$ cat config.mk
export PLATFORM = sky130hd
export DESIGN_NAME = magic_device_requester
export DESIGN_NICKNAME = d
export VERILOG_FILES = /design/src/rtl/magic_dev_pkg.sv /design/src/rtl/magic_resp_fifo.sv /design/src/rtl/magic_device_requester.sv
export SDC_FILE = /design/constraint.sdc
export NUM_CORES = 1
export LEC_CHECK = 0
export ABC_AREA = 0
export CAP_MARGIN = 40
export CORE_MARGIN = 4
export CORE_UTILIZATION = 35
export CTS_BUF_LIST = sky130_fd_sc_hd__clkbuf_8
export CTS_CLUSTER_SIZE = 20
export DETAILED_ROUTE_END_ITERATION = 10
export PLACE_DENSITY = 0.54
export SYNTH_ARGS = -nofsm -noshare
export SYNTH_HDL_FRONTEND = slang
export SYNTH_SLANG_ARGS = --single-unit
$ cat constraint.sdc
create_clock -name clock -period 5.67 [get_ports clock]
set_input_delay 0.8505 -clock clock [delete_from_list [all_inputs] [get_ports clock]]
set_output_delay 0.8505 -clock clock [all_outputs]
set_load 0.01 [all_outputs]
$ cat src/rtl/magic_dev_pkg.sv
// rtl/magic_dev_pkg.sv - shared types for the cosim magic-device read requester
package magic_dev_pkg;

  localparam int SEL_W  = 12;
  localparam int DATA_W = 64;

  typedef enum logic [2:0] {
    ST_IDLE,
    ST_ISSUE,
    ST_WAIT,
    ST_PUSH,
    ST_ERRPUSH
  } state_t;

  typedef struct packed {
    logic [DATA_W-1:0] data;
    logic              err;
  } resp_entry_t;

endpackage

$ cat src/rtl/magic_resp_fifo.sv
// rtl/magic_resp_fifo.sv - response queue between device capture and the core response port
module magic_resp_fifo
  import magic_dev_pkg::*;
#(
  parameter int  DEPTH = 4,
  parameter type T     = resp_entry_t
) (
  input  logic                   clock,
  input  logic                   reset,
  input  logic                   push,
  input  T                       push_data,
  input  logic                   pop,
  output logic                   full,
  output logic                   empty,
  output logic [$clog2(DEPTH):0] count,
  output T                       head
);

  localparam int AW = $clog2(DEPTH);

  T               r_mem [DEPTH];
  logic [AW-1:0]  r_wr_ptr;
  logic [AW-1:0]  r_rd_ptr;
  logic [AW:0]    r_count;
  logic           w_do_push;
  logic           w_do_pop;

  assign w_do_push = push && !full;
  assign w_do_pop  = pop && !empty;

  // Pointers are exactly AW bits wide, so DEPTH being a power of two gives free wrap.
  always_ff @(posedge clock or negedge reset) begin
    if (!reset) begin
      r_wr_ptr <= '0;
      r_rd_ptr <= '0;
      r_count  <= '0;
      for (int k = 0; k < DEPTH; k++) begin
        r_mem[k] <= '0;
      end
    end else begin
      if (w_do_push) begin
        r_mem[r_wr_ptr] <= push_data;
        r_wr_ptr        <= r_wr_ptr + 1'b1;
      end
      if (w_do_pop) begin
        r_rd_ptr <= r_rd_ptr + 1'b1;
      end
      case ({w_do_push, w_do_pop})
        2'b10:   r_count <= r_count + 1'b1;
        2'b01:   r_count <= r_count - 1'b1;
        default: r_count <= r_count;
      endcase
    end
  end

  assign full  = (r_count == (AW+1)'(DEPTH));
  assign empty = (r_count == '0);
  assign count = r_count;
  assign head  = empty ? T'('0) : r_mem[r_rd_ptr];

endmodule

$ cat src/rtl/magic_device_requester.sv
// rtl/magic_device_requester.sv - credit-limited single-outstanding read requester for the magic device
module magic_device_requester
  import magic_dev_pkg::*;
#(
  parameter int SEL_W       = magic_dev_pkg::SEL_W,
  parameter int DATA_W      = magic_dev_pkg::DATA_W,
  parameter int NUM_SEL     = 4096,
  parameter int WAIT_CYCLES = 0,
  parameter int RESP_DEPTH  = 4
) (
  input  logic              clock,
  input  logic              reset,
  input  logic              req_valid,
  output logic              req_ready,
  input  logic [SEL_W-1:0]  req_sel,
  output logic              resp_valid,
  input  logic              resp_ready,
  output logic [DATA_W-1:0] resp_data,
  output logic              resp_err,
  output logic [SEL_W-1:0]  dev_read_select,
  output logic              dev_read_ready,
  input  logic              dev_read_valid,
  input  logic [DATA_W-1:0] dev_read_data,
  output logic [31:0]       rd_count
);

  localparam int CW = $clog2(RESP_DEPTH) + 1;

  typedef struct packed {
    logic [DATA_W-1:0] data;
    logic              err;
  } entry_t;

  state_t             r_state;
  logic [SEL_W-1:0]   r_sel;
  logic [2:0]         r_wait;
  logic [DATA_W-1:0]  r_cap;
  logic               r_req_ready;
  logic               r_dev_ready;
  logic [31:0]        r_rd_count;

  logic               w_accept;
  logic               w_sel_bad;
  logic               w_push;
  logic               w_pop;
  logic               w_full;
  logic               w_empty;
  logic [CW-1:0]      w_cnt;
  logic [CW-1:0]      w_cnt_nxt;
  logic               w_credit_nxt;
  entry_t             w_push_entry;
  entry_t             w_head;

  assign w_accept  = req_valid && r_req_ready;
  assign w_sel_bad = (int'(req_sel) >= NUM_SEL);
  assign w_push    = ((r_state == ST_PUSH) || (r_state == ST_ERRPUSH)) && !w_full;
  assign w_pop     = !w_empty && resp_ready;

  // Occupancy as it will be after this edge; nothing is in flight whenever we sit in IDLE.
  assign w_cnt_nxt    = w_cnt + CW'(w_push) - CW'(w_pop);
  assign w_credit_nxt = (int'(w_cnt_nxt) < RESP_DEPTH);

  always_comb begin
    w_push_entry = '0;
    if (r_state == ST_PUSH) begin
      w_push_entry.data = r_cap;
    end else begin
      w_push_entry.err = 1'b1;
    end
  end

  always_ff @(posedge clock or negedge reset) begin
    if (!reset) begin
      r_state     <= ST_IDLE;
      r_sel       <= '0;
      r_wait      <= '0;
      r_cap       <= '0;
      r_req_ready <= 1'b0;
      r_dev_ready <= 1'b0;
      r_rd_count  <= '0;
    end else begin
      case (r_state)
        ST_IDLE: begin
          if (w_accept) begin
            r_sel       <= req_sel;
            r_req_ready <= 1'b0;
            if (w_sel_bad) begin
              r_state <= ST_ERRPUSH;
            end else begin
              r_state     <= ST_ISSUE;
              r_dev_ready <= 1'b1;
            end
          end else begin
            r_req_ready <= w_credit_nxt;
          end
        end
        ST_ISSUE: begin
          if (dev_read_valid) begin
            r_dev_ready <= 1'b0;
            if (WAIT_CYCLES == 0) begin
              r_cap   <= dev_read_data;
              r_state <= ST_PUSH;
            end else begin
              r_wait  <= 3'(WAIT_CYCLES - 1);
              r_state <= ST_WAIT;
            end
          end
        end
        ST_WAIT: begin
          if (r_wait == '0) begin
            r_cap   <= dev_read_data;
            r_state <= ST_PUSH;
          end else begin
            r_wait <= r_wait - 1'b1;
          end
        end
        ST_PUSH: begin
          r_rd_count  <= r_rd_count + 1'b1;
          r_state     <= ST_IDLE;
          r_req_ready <= w_credit_nxt;
        end
        ST_ERRPUSH: begin
          r_state     <= ST_IDLE;
          r_req_ready <= w_credit_nxt;
        end
        default: begin
          r_state     <= ST_IDLE;
          r_dev_ready <= 1'b0;
          r_req_ready <= 1'b0;
        end
      endcase
    end
  end

  magic_resp_fifo #(
    .DEPTH (RESP_DEPTH),
    .T     (entry_t)
  ) u_resp_fifo (
    .clock     (clock),
    .reset     (reset),
    .push      (w_push),
    .push_data (w_push_entry),
    .pop       (w_pop),
    .full      (w_full),
    .empty     (w_empty),
    .count     (w_cnt),
    .head      (w_head)
  );

  assign req_ready       = r_req_ready;
  assign resp_valid      = !w_empty;
  assign resp_data       = w_head.data;
  assign resp_err        = w_head.err;
  assign dev_read_select = r_sel;
  assign dev_read_ready  = r_dev_ready;
  assign rd_count        = r_rd_count;

endmodule

==> summary.md <==
| Metric | Value |
|---|---|
| Total CTS buffers | 70 |
| Peak Freq | 0.246 GHz |
| Worst-Margin Slew | 0.871 ns |
| CTS tree | done |
| First drt pass iteration count | 4 |
| Vias in the first global route | 10600 |
| FF-to-FF path depth | 6 |
| Worst path bufs/invs | 2 |
| Worst-case clock skew | 0.0282 ns |
| Number of setup buffers added after CTS | 0 |
| Slowest cell delay on critical path | 0.94 ns |
| Share of post-route cells with drive strength above 1 | 39.9% |
| Synth top cells by count | dfrtp_1, mux2_4, mux2_2 |
| Post-synthesis sequential area ratio | 54.6% |
| CP max FO | 36 |
| Min Tclk post-route | 4.06 ns |
| Clk root buf | clkbuf_8 |
| Reg2reg start | r_state[1] |
| Fin Hold WS | 0.213 ns |
| Routed vias/inst | 4.77 |
| Crit path kind | flop to output pin |
| CP required | 4.82 ns |
| Reg-to-reg setup timing slack | 2.72 ns |
| Seq cells post-synth | 382 |
| Distinct cells, synth | 38 |
| Mean Syn Cell Area | 16.4 um^2 |
| Mapped cell area | 17500 um^2 |
| Top-count cell post-synth | dfrtp_1 |
| Post_cts resized | 0 |
| Detail Route Antenna Nets | 0 |
| Fillers | 4487 |
| Crit path cell chain | buf_4, mux4_2, and2_1, clkdlybuf4s50_1 |
| Finished Layout Cells | 1996 |
| Max Cap Violations | 0 |
| Peak supply drop | 317 uV |
| Async S/R FF share, synth | 100% |
| PwrDens | 644 nW/um^2 |
| Yosys top cell by area | dfrtp_1 |
| Synth Instances | 1065 |
| GRT Util Overall | 15.1% |
| Clock transition at path regs | 0.06 ns |
| Wirelength per Cell | 20.0 um |
| Kind of cell adding the most delay to the critical path | flip-flops |
| Prevailing post-synth register cell | dfrtp_1 |
| Hold_buf cts | 0 |
| Full die area | 53700 um^2 |
| Critical Path Start Type | flop |
| Nets | 1380 |
| WP data arrival | 3.21 ns |
| Final Hold Fails | 0 |
| Remaining DRCs | 0 |
| Pin count of the biggest net entering global routing | 114 |
| Slew margin rel. | 41.9% |
| Final Core Density | 43.5% |
| H-tree Lvls | 3 |
| Starting Density | 35.6% |
| Die H | 232 um |
| Die X | 232 um |
| Power, Total | 0.0138 W |
| # IOs | 193 |
| Placed cells | 1876 |
| Final Wtd Congestion | 0.722 |
| Clk_lat worst skew | 0.62 ns |
| Syn nets | 1161 |
| DR vias | 9529 |
| EDFF count, synth | 0 |
| TritonCTS Sinks | 382 |
| Remaining global-route overflow | 0 |
| Final period util | 71.6% |
| Outcome | finished clean |
| CP endpoint kind | output pin |
| R2r endpoint | u_resp_fifo.r_mem[181] |
| Largest cells by area after synthesis | dfrtp_1, mux2_4, mux2_2, mux4_2, and2_1 |
| Standard-cell rows | 81 |
| Port bufs | 192 |
| Final Max Slew Viols | 0 |
| P_leak | 9.82 nW |
| Final WL | 40000 um |
| Setup-failing EPs final | 0 |
| Core area | 49300 um^2 |
| Worst path slowest cell | dfrtp_4 |
| DRT iter0 DRCs | 433 |
| Detailed placer's ending HPWL | 24500 um |
| Initial antenna violation count | 5 |
| Syn-to-layout area delta | 22.3% |
| Clock Tree Buf Depth | 3 |
| RSZ-0062 raised after global routing | false |
| Synth warnings | 0 |
| First-pass GRT wire length | 63200 um |
| Post-synth top area share | 54.6% |
| Worst min path class | input port to async pin |
| Sum Neg Setup Slack | 0 ns |
[stage by stage]
stage | worst slack, ns | instance area (um^2)
floorplan | 3.27 | 17500
global placement | 2.12 | 20000
detailed placement | 2.12 | 20000
CTS | 1.42 | 21400
global route | 1.32 | 21400
finish | 1.61 | 21400
[routing by layer]
layer | up-vias | GRT usage (%) | part of all wire [%]
met2 | 192 | 23.4 | 47
met4 | 8 | 4.39 | 2.1
met1 | 4985 | 20.6 | 46
met3 | 77 | 4.59 | 5.3
li1 | 4267 | - | -
met5 | - | 0 | 0.12
[power breakdown]
group / total [W] / switching (W) / internal, W
Sequential: 0.00507 / 0.00104 / 0.00403
Combinational: 0.00616 / 0.00220 / 0.00396
Clock: 0.00257 / 0.00114 / 0.00143
[cell usage in the layout, fill, tap and decap left out, types with 2 or more instances in the layout]
master | netlist | layout
dfrtp_1 | 382 | 380
mux2_4 | 196 | 196
clkdlybuf4s50_1 | 0 | 191
mux2_2 | 137 | 137
clkbuf_8 | 0 | 88
and2_1 | 73 | 73
mux4_2 | 65 | 65
inv_1 | 14 | 30
xnor2_1 | 30 | 30
nand2_1 | 17 | 17
ha_1 | 14 | 14
buf_4 | 5 | 14
nand4_1 | 13 | 13
clkinv_2 | 0 | 11
nand3_1 | 10 | 10
xor2_1 | 10 | 10
and3_1 | 7 | 7
o21ai_0 | 5 | 5
nor2_1 | 4 | 4
nand2_4 | 0 | 4
and4_1 | 3 | 3
buf_12 | 0 | 3
diode_2 | 0 | 2
nor3_1 | 2 | 2
clkinvlp_4 | 0 | 2
dfrtp_4 | 0 | 2
[cell families (layout without fill, tap and decap cells)]
logic type      count (synthesis)  count (layout)  share of synthesized area, %
mux                           399             399                          34.0
flops                         382             382                          54.6
simple gates                  140             140                          4.87
buf+inv                        78             343                          2.94
xor+xnor                       40              40                          2.00
fa+ha+maj                      15              15                          1.11
compound gates                 11              11                         0.472
other cells                     0               2                             0
[how the worst max path moves through the flow]
stage                            start            end  slack, ns  depth (start not counted)
3_5_place_dp   u_resp_fifo.r_rd_ptr[0]  resp_data[39]       2.12                          4
2_1_floorplan  u_resp_fifo.r_rd_ptr[0]  resp_data[35]       3.27                          5
6_report       u_resp_fifo.r_rd_ptr[0]  resp_data[39]       1.61                          4
3_3_place_gp   u_resp_fifo.r_rd_ptr[0]  resp_data[43]       2.12                          4
4_1_cts        u_resp_fifo.r_rd_ptr[0]  resp_data[39]       1.42                          4
5_1_grt        u_resp_fifo.r_rd_ptr[0]  resp_data[39]       1.32                          4
[state kept, by name (all words and copies together) (netlist names)]
register and cells:
u_resp_fifo.count 3, rd_count 32, u_resp_fifo.r_rd_ptr 2, r_wait 3, u_resp_fifo.r_wr_ptr 2, dev_read_ready 1
r_cap 64, req_ready 1, dev_read_select 12, u_resp_fifo.r_mem 260, r_state 2
[area by class of cell]
class                      count  area, um^2  area share [%]
timing repair buffer         210        2120            9.90
sequential                   382        9570            44.7
antenna                        2        5.00          0.0234
clock buffer                  88        1210            5.66
inverter                      15        56.3           0.263
multi-input combinational    605        7460            34.9
tap                          664         831            3.88
clock inverter                30         160           0.748
No activity file was read; power rests on OpenSTA's default activity.
